$ cat src/rtl/instr_fetch_unit_if.sv
// -----------------------------------------------------------------------------
// instr_fetch_unit_if
// Bundles the control, datapath-flag, memory and decoder signals of the
// instruction fetch unit into one port.
//   start/start_addr : launch a fetch sequence at start_addr
//   stall            : hold the fetch pointer, suppress new issues
//   z_flag           : accumulator-zero flag (1 = zero), used by JUMNZ
//   addr/instruction : instruction memory read address / read data
//   opcode/opcode_valid : registered opcode and its one-cycle strobe
//   jump_taken       : one-cycle strobe when JUMNZ redirects the pointer
//   halted/fault     : halt status and out-of-range fetch indicator
// Modports: master = environment (controller, memory, decoder side),
//           slave  = the fetch unit itself.
// -----------------------------------------------------------------------------
interface instr_fetch_unit_if;
    logic       start;
    logic [7:0] start_addr;
    logic       stall;
    logic       z_flag;
    logic [7:0] addr;
    logic [7:0] instruction;
    logic [7:0] opcode;
    logic       opcode_valid;
    logic       jump_taken;
    logic       halted;
    logic       fault;

    modport master (
        output start, start_addr, stall, z_flag, instruction,
        input  addr, opcode, opcode_valid, jump_taken, halted, fault
    );

    modport slave (
        input  start, start_addr, stall, z_flag, instruction,
        output addr, opcode, opcode_valid, jump_taken, halted, fault
    );
endinterface

$ cat src/rtl/instr_fetch_unit.sv
// -----------------------------------------------------------------------------
// instr_fetch_unit
// Byte-wide instruction fetch sequencer. Issues a read address, captures the
// returned byte one cycle later, and either hands it to the decoder, halts on
// OP_END, or resolves a two-byte JUMNZ (target byte follows the opcode).
// Ports:
//   clock : sole clock, rising edge
//   reset : synchronous, active-high
//   bus   : instr_fetch_unit_if.slave (start, start_addr, stall, z_flag,
//           addr, instruction, opcode, opcode_valid, jump_taken, halted, fault)
// Parameters: OP_END (halt opcode), OP_JUMNZ (conditional jump opcode).
// Optional feature: define IFETCH_BOUNDS_EN to fault on any fetch from
// pc >= 128; otherwise fault is tied low and pc wraps modulo 256.
// -----------------------------------------------------------------------------
module instr_fetch_unit #(
    parameter logic [7:0] OP_END   = 8'd38,
    parameter logic [7:0] OP_JUMNZ = 8'd40
) (
    input logic           clock,
    input logic           reset,
    instr_fetch_unit_if.slave bus
);
    typedef enum logic [2:0] {
        IDLE, ISSUE, CAPTURE, ISSUE_T, CAPTURE_T, HALT
    } state_t;

    state_t     state_q, state_d;
    logic [7:0] pc_q, pc_d;
    logic [7:0] addr_q, addr_d;
    logic [7:0] opcode_q, opcode_d;
    logic       opcode_valid_q, opcode_valid_d;
    logic       jump_taken_q, jump_taken_d;
    logic       halted_q, halted_d;
    logic       fault_q, fault_d;
    logic       entering_issue;

    always_comb begin
        state_d        = state_q;
        pc_d           = pc_q;
        addr_d         = addr_q;
        opcode_d       = opcode_q;
        opcode_valid_d = 1'b0;
        jump_taken_d   = 1'b0;
        halted_d       = halted_q;
        fault_d        = fault_q;

        case (state_q)
            IDLE, HALT: begin
                if (bus.start) begin
                    pc_d     = bus.start_addr;
                    halted_d = 1'b0;
                    fault_d  = 1'b0;
                    state_d  = ISSUE;
                end
            end
            ISSUE:   if (!bus.stall) state_d = CAPTURE;
            ISSUE_T: if (!bus.stall) state_d = CAPTURE_T;
            CAPTURE: begin
                if (bus.instruction == OP_END) begin
                    halted_d = 1'b1;
                    state_d  = HALT;
                end else if (bus.instruction == OP_JUMNZ) begin
                    pc_d    = pc_q + 8'd1;
                    state_d = ISSUE_T;
                end else begin
                    opcode_d       = bus.instruction;
                    opcode_valid_d = 1'b1;
                    pc_d           = pc_q + 8'd1;
                    state_d        = ISSUE;
                end
            end
            CAPTURE_T: begin
                if (!bus.z_flag) begin
                    pc_d         = bus.instruction;
                    jump_taken_d = 1'b1;
                end else begin
                    pc_d = pc_q + 8'd1;
                end
                state_d = ISSUE;
            end
            default: state_d = IDLE;
        endcase

        // addr is a registered copy of pc loaded on entry to an issue state,
        // so the memory samples the new address at the end of the issue cycle
        // and its data is valid during the following capture cycle.
        entering_issue = (state_d == ISSUE || state_d == ISSUE_T) && (state_d != state_q);
        if (entering_issue) begin
`ifdef IFETCH_BOUNDS_EN
            // Illegal address: never put it on the bus, halt with fault.
            if (pc_d[7]) begin
                state_d  = HALT;
                halted_d = 1'b1;
                fault_d  = 1'b1;
            end else begin
                addr_d = pc_d;
            end
`else
            addr_d  = pc_d;
            fault_d = 1'b0;
`endif
        end
    end

    always_ff @(posedge clock) begin
        if (reset) begin
            state_q        <= IDLE;
            pc_q           <= 8'd0;
            addr_q         <= 8'd0;
            opcode_q       <= 8'd0;
            opcode_valid_q <= 1'b0;
            jump_taken_q   <= 1'b0;
            halted_q       <= 1'b0;
            fault_q        <= 1'b0;
        end else begin
            state_q        <= state_d;
            pc_q           <= pc_d;
            addr_q         <= addr_d;
            opcode_q       <= opcode_d;
            opcode_valid_q <= opcode_valid_d;
            jump_taken_q   <= jump_taken_d;
            halted_q       <= halted_d;
            fault_q        <= fault_d;
        end
    end

    assign bus.addr         = addr_q;
    assign bus.opcode       = opcode_q;
    assign bus.opcode_valid = opcode_valid_q;
    assign bus.jump_taken   = jump_taken_q;
    assign bus.halted       = halted_q;
    assign bus.fault        = fault_q;
endmodule
$ cat src/flat_wrapper.sv
// flat-port wrapper written by rule: the top's interface ports become plain ports
module instr_fetch_unit_flat 
#(
    parameter logic [7:0] OP_END   = 8'd38,
    parameter logic [7:0] OP_JUMNZ = 8'd40
)
  (clock, reset, bus_start, bus_start_addr, bus_stall, bus_z_flag, bus_instruction, bus_addr, bus_opcode, bus_opcode_valid, bus_jump_taken, bus_halted, bus_fault);
  instr_fetch_unit_if bus_i ();
  input logic clock;
  input logic reset;
  input wire logic [$bits(bus_i.start)-1:0] bus_start;
  input wire logic [$bits(bus_i.start_addr)-1:0] bus_start_addr;
  input wire logic [$bits(bus_i.stall)-1:0] bus_stall;
  input wire logic [$bits(bus_i.z_flag)-1:0] bus_z_flag;
  input wire logic [$bits(bus_i.instruction)-1:0] bus_instruction;
  output wire logic [$bits(bus_i.addr)-1:0] bus_addr;
  output wire logic [$bits(bus_i.opcode)-1:0] bus_opcode;
  output wire logic [$bits(bus_i.opcode_valid)-1:0] bus_opcode_valid;
  output wire logic [$bits(bus_i.jump_taken)-1:0] bus_jump_taken;
  output wire logic [$bits(bus_i.halted)-1:0] bus_halted;
  output wire logic [$bits(bus_i.fault)-1:0] bus_fault;
  assign bus_i.start = bus_start;
  assign bus_i.start_addr = bus_start_addr;
  assign bus_i.stall = bus_stall;
  assign bus_i.z_flag = bus_z_flag;
  assign bus_i.instruction = bus_instruction;
  assign bus_addr = bus_i.addr;
  assign bus_opcode = bus_i.opcode;
  assign bus_opcode_valid = bus_i.opcode_valid;
  assign bus_jump_taken = bus_i.jump_taken;
  assign bus_halted = bus_i.halted;
  assign bus_fault = bus_i.fault;
  instr_fetch_unit #(.OP_END(OP_END), .OP_JUMNZ(OP_JUMNZ)) u_core (.clock(clock), .reset(reset), .bus(bus_i));
endmodule
$ cat config.mk
export PLATFORM = sky130hd
export DESIGN_NAME = instr_fetch_unit_flat
export DESIGN_NICKNAME = d
export VERILOG_FILES = /design/src/rtl/instr_fetch_unit_if.sv /design/src/rtl/instr_fetch_unit.sv /design/src/flat_wrapper.sv
export SDC_FILE = /design/constraint.sdc
export NUM_CORES = 1
export LEC_CHECK = 0
export ABC_AREA = 1
export BUFFER_PORTS_ARGS = -buffer_cell sky130_fd_sc_hd__buf_2
export CORE_MARGIN = 3
export CORE_UTILIZATION = 45
export CTS_BUF_LIST = sky130_fd_sc_hd__clkbuf_4 sky130_fd_sc_hd__clkbuf_8
export CTS_CLUSTER_SIZE = 25
export DETAILED_ROUTE_END_ITERATION = 12
export GPL_ROUTABILITY_DRIVEN = 1
export PLACE_DENSITY = 0.71
export SYNTH_ARGS = -nofsm -noshare
export SYNTH_HDL_FRONTEND = slang
export SYNTH_SLANG_ARGS = --single-unit
$ cat constraint.sdc
create_clock -name clock -period 2.9 [get_ports clock]
set_clock_uncertainty 0.2 [all_clocks]
set_input_delay 0.145 -clock clock [delete_from_list [all_inputs] [get_ports clock]]
set_output_delay 0.145 -clock clock [all_outputs]
set_load 0.005 [all_outputs]
# == Word level (Yosys, flattened, before mapping) ==
# Cells that the tools add are included.
# word_totals
word_cells,48
in_bits,21
register_bits,30
# op_classes
eq_ne,12
reduce_logical,9
add_sub_neg,1
bitwise,4
muxes,15
# ops
operator,count
8-bit 2-to-1 mux,3
8-bit case mux with 3 select lines,1
"8-bit by 6-bit == test with 1-bit output, second input constant",2
3-bit case mux with 5 select lines,1
3-bit 2-to-1 mux,4
"3-bit by 2-bit == test with 1-bit output, second input constant",3
"8-bit by 1-bit adder with 8-bit output, second input constant",1
"3-bit by 1-bit == test with 1-bit output, second input constant",2
"3-bit == test, second input constant",2
3-bit AND reduction,2
1-bit 2-to-1 mux,4
1-bit NOT,4
2-bit OR reduction,2
3-bit logical NOT,1
3-bit inequality test,1
3-bit OR reduction,1
2-bit 2-to-1 mux,1
"2-bit by 1-bit inequality test with 1-bit output, second input constant",1
"2-bit inequality test, second input constant",1
1-bit case mux with 2 select lines,1
2-bit nonzero test,1
1-bit logical AND,1
1-bit logical OR,1

# == Logic depth before layout (Yosys ltp) ==
# logic_depth
depth_word,7
ltp_mapped,12

# == Least setup slack after synthesis ==
# Ideal clock, no wire load.
# synth_path
path_type,register -> register
from,reg u_core.state_q[1]
to,"reg u_core.addr_q[7], in the netlist u_core.bus.addr[7]"
setup_time_ns,0.109
synth_period_minus_slack_ns,1.665
path_slack_ns,1.235
arrival_time_ns,1.357
path_buffers,1
stages_incl_launch_ff,10
path_cell_list,dfxtp_1 > inv_2 > nor3_4 > nand3_2 > nand3_4 > inv_2 > buf_6 > o21a_1 > nand2_1 > inv_1
# synth_via
elab_chain_cells,6
# synth_lines
element,line,rtl
from (decl),instr_fetch_unit.sv:27,"state_t state_q, state_d;"
from (signal assigned),instr_fetch_unit.sv:116,state_q <= state_d;
3-bit == test / 3-bit logical NOT (equally long branches),instr_fetch_unit.sv:47,case (state_q)
2-bit OR reduction,instr_fetch_unit.sv:47,
3-bit case mux with 5 select lines,instr_fetch_unit.sv:47,
3-bit by 1-bit == test with 1-bit output / 3-bit by 2-bit == test with 1-bit output (equally long branches),instr_fetch_unit.sv:87,entering_issue = (state_d == ISSUE || state_d == ISSUE_T) && (state_d != state_q);
1-bit logical OR,instr_fetch_unit.sv:87,
1-bit logical AND,instr_fetch_unit.sv:87,
to (signal assigned),instr_fetch_unit.sv:118,addr_q <= addr_d;
to (decl),instr_fetch_unit.sv:29,"logic [7:0] addr_q, addr_d;"
# Parallel ways exist; a longest one is shown, timed or not.
# A chain may end at the register's enable or synchronous reset.

# == Final worst setup path ==
# layout_path
from,in bus_instruction[0]
to,"reg u_core.opcode_q[2], in the netlist u_core.bus.opcode[2]"
# layout_via
elab_chain_cells,3
# layout_lines
element,line,rtl
from (decl),flat_wrapper.sv:15,input wire logic [$bits(bus_i.instruction)-1:0] bus_instruction;
"8-bit by 6-bit == test with 1-bit output, on equally long branches","instr_fetch_unit.sv:59, instr_fetch_unit.sv:62",
1-bit NOT (no source line),-,
3-bit AND reduction (no source line) *,-,
to (signal assigned),instr_fetch_unit.sv:119,opcode_q <= opcode_d;
to (decl),instr_fetch_unit.sv:30,"logic [7:0] opcode_q, opcode_d;"
# Mark *: on every way between the ends. The rest lies on a longest branch, timed or not.

==> run metrics <==
status=finished clean; Synth Area in Adders=0.00768; vias in the first global route=1595; number of port buffers=39; multiplexer share of the synthesized area=0; routability cong.=between 0.8 and 0.9; register area share after synthesis=0.369; ant diodes=0; top cell family by delay on the critical path=buffers and inverters; list of most frequent post-synthesis cells=nand2_1 (80), dfxtp_1 (30), inv_1 (25); DRC viols=0; GRT Total Usage=0.220; Fin. Hold Viols=0; post-cts sizing count=0; Slew HR=0.644; Design Area, Final=0.00205 mm^2; largest net degree at the start of global routing=18; Worst-path clk slew=approximately 110 ps; Initial Utilization=0.477; largest family of logic cells by synthesized area=simple AND/OR/NAND/NOR gates; Synth async-reset ratio=0; Synth Register Bits=30; Synth Flop Type=dfxtp_1; number of I/O pins=41; drt via density=~5; Slew Limit Fails=0; critical path data arrival time=around 2500 ps; post-route ant nets=0; Post-Syn Area=0.00163 mm^2; H-tree Lvls=2; Cells after Synth=about 250; count leader, synth=nand2_1; Fmax=about 0.42 GHz; pwr/cell area=slightly above 500 mW/mm^2; CP peak stage delay=around 570 ps; DRT iter0 DRCs=~110; final worst-path cycle share=0.828; total grt overflow=0; Critical Path Fanout Max=14; startpoint class of the critical path=input port; cell chain of the critical path=dlygate4sd3_1 > buf_2 > inv_1 > nand2_1 > nor2_1 > nand2_1 > nand2_2 > nor2_4 > inv_2 > nand2_1 > a21oi_1 > dlygate4sd3_1; clk sinks=30; Die H=66.2 um; Ys Warns=0; share of cells above drive strength 1=0.206; CP Data Required Time=2980 ps; CTS tree=yes; VDD IR max=242 uV; CTS root buffer=clkbuf_4; core area=between 0.003 and 0.004 mm^2; EDFF count, synth=0; Routed wire per std cell=approximately 12 um; area grow syn2layout=25.7%; RSZ-0062 raised after global routing=no; post-synth net total=approximately 280; critical setup path kind=input port to register; share of the synthesized area in the top cell type=0.369; cell mode on critical path=nand2_1; placed wire-length estimate=between 3 and 4 mm; max capacitance violation total=0; cell taking the most area after synthesis=dfxtp_1; via count=around 1700; worst path bufs/invs=5; Num CTS Buffers=5; Post-Synth XOR/XNOR Area=0.0108; Avg Inst Size Synth=6.44 um^2; Hold Crit Class=input port to register; CP max stage cell=dlygate4sd3_1; first-pass GRT wire length=just over 7 mm; Die ar.=roughly 0.0044 mm^2; Synth Area in Compound Gates=0.141; crit end category=register; Leak Pwr=about 1.1 nW; Die W=66.2 um; setup TNS=0 ps; worst skew pair latency=approximately 350 ps; Fillers=349; NumNets Final=327; Worst Tran Pin Value=about 530 ps; antenna violations before repair=0; maximum clock insertion buffer count=2; synth top area cells=dfxtp_1 (37%), nand2_1 (18%), nand3_1 (6.5%); # rows=21; post-CTS setup buffer count=0; placed standard-cell area=~0.0018 mm^2; drt pass-1 iters=4; Synth cell types=30; Simple-Gate Fraction of Synth Area=0.361; minimum clock period=approximately 2400 ps; endpoints failing setup=0; Detailed Route WL=about 4.3 mm
[per-layer routing]
layer	track usage	up-vias	routed length (um)
li1	-	910	-
met1	0.290	762	1990
met2	0.349	53	2040
met3	0.0459	8	217
met4	0.0838	0	87
met5	0	-	0
[cell usage in the layout, fill, tap and decap left out, types with 10 or more instances in the layout]
cell type      count
nand2_1           80
buf_2             39
dfxtp_1           30
inv_1             25
nor2_1            22
nand3_1           21
a21oi_1           16
dlygate4sd3_1     13
inv_2             11
o21ai_1           10
[sequential cells by signal, summed over array words and instances (netlist names)]
name / flops
u_core.bus.opcode: 8
u_core.pc_q: 8
u_core.state_q: 3
u_core.bus.addr: 8
u_core.bus.opcode_valid: 1
u_core.bus.jump_taken: 1
u_core.bus.halted: 1
[area by class of cell]
type,instances,area [um^2],share of cell area
multi-input cells,180,851,0.416
flip-flops and latches,30,601,0.293
repair buffers,52,325,0.159
inverters,36,135,0.0660
well taps,46,57.6,0.0281
clock inverters,3,40.0,0.0196
clock buffers,5,37.5,0.0183
[worst reg2reg max path: stages, from the launching register on]
cell and delay [ps]:
dfxtp_1 430, inv_2 80, nor3_4 270, nand2_2 160, nor2_4 330, inv_2 100
nand2_1 70, a21oi_1 60, dlygate4sd3_1 580
[path summary, 6_finish.rpt]
kind | from | cells after the start | slack, ps | endpoint
setup / recovery | bus_instruction[0] | 12 | 500 | u_core.bus.opcode[2]
hold / removal | bus_start_addr[4] | 7 | 70 | u_core.pc_q[4]
setup reg to reg | u_core.state_q[1] | 8 | 520 | u_core.bus.opcode[2]
hold reg to reg | u_core.bus.addr[4] | 2 | 280 | u_core.bus.addr[4]
[report_power, final]
part	total [mW]	switching (mW)	internal (mW)
Combinational	0.226	0.134	0.0919
Clock	0.333	0.155	0.178
Sequential	0.473	0.0273	0.446
Total	1.03	0.316	0.716
[cells by family after synthesis]
group / Yosys count
and+or+nand+nor: 134
DFF: 30
AOI/OAI and AO/OA: 42
adders and majority gates: 1
other: 1
xor gates and xnor gates: 2
buffers and inverters: 43
[metrics by stage]
| stage | power (mW) | instances | util | hold slack (ps) | setup slack [ps] |
|---|---|---|---|---|---|
| after floorplan | 0.625 | 253 | - | 14.1 | 1230 |
| after global placement | 0.690 | 331 | 0.538 | 200 | 1010 |
| after detailed placement | 0.692 | 331 | 0.538 | 210 | 935 |
| after CTS | 1.04 | 352 | 0.599 | 57.6 | 575 |
| after global routing | 1.09 | 352 | 0.599 | 111 | 318 |
| final | 1.03 | 352 | 0.599 | 72.7 | 498 |
[what timing repair did]
| item | in CTS | in global routing |
|---|---|---|
| hold buffers | 13 | 0 |
| setup endpoints to repair | 0 | 0 |
| endpoints found under the hold margin | 19 | 0 |
Note: power is estimated with default switching activity, not from simulation.
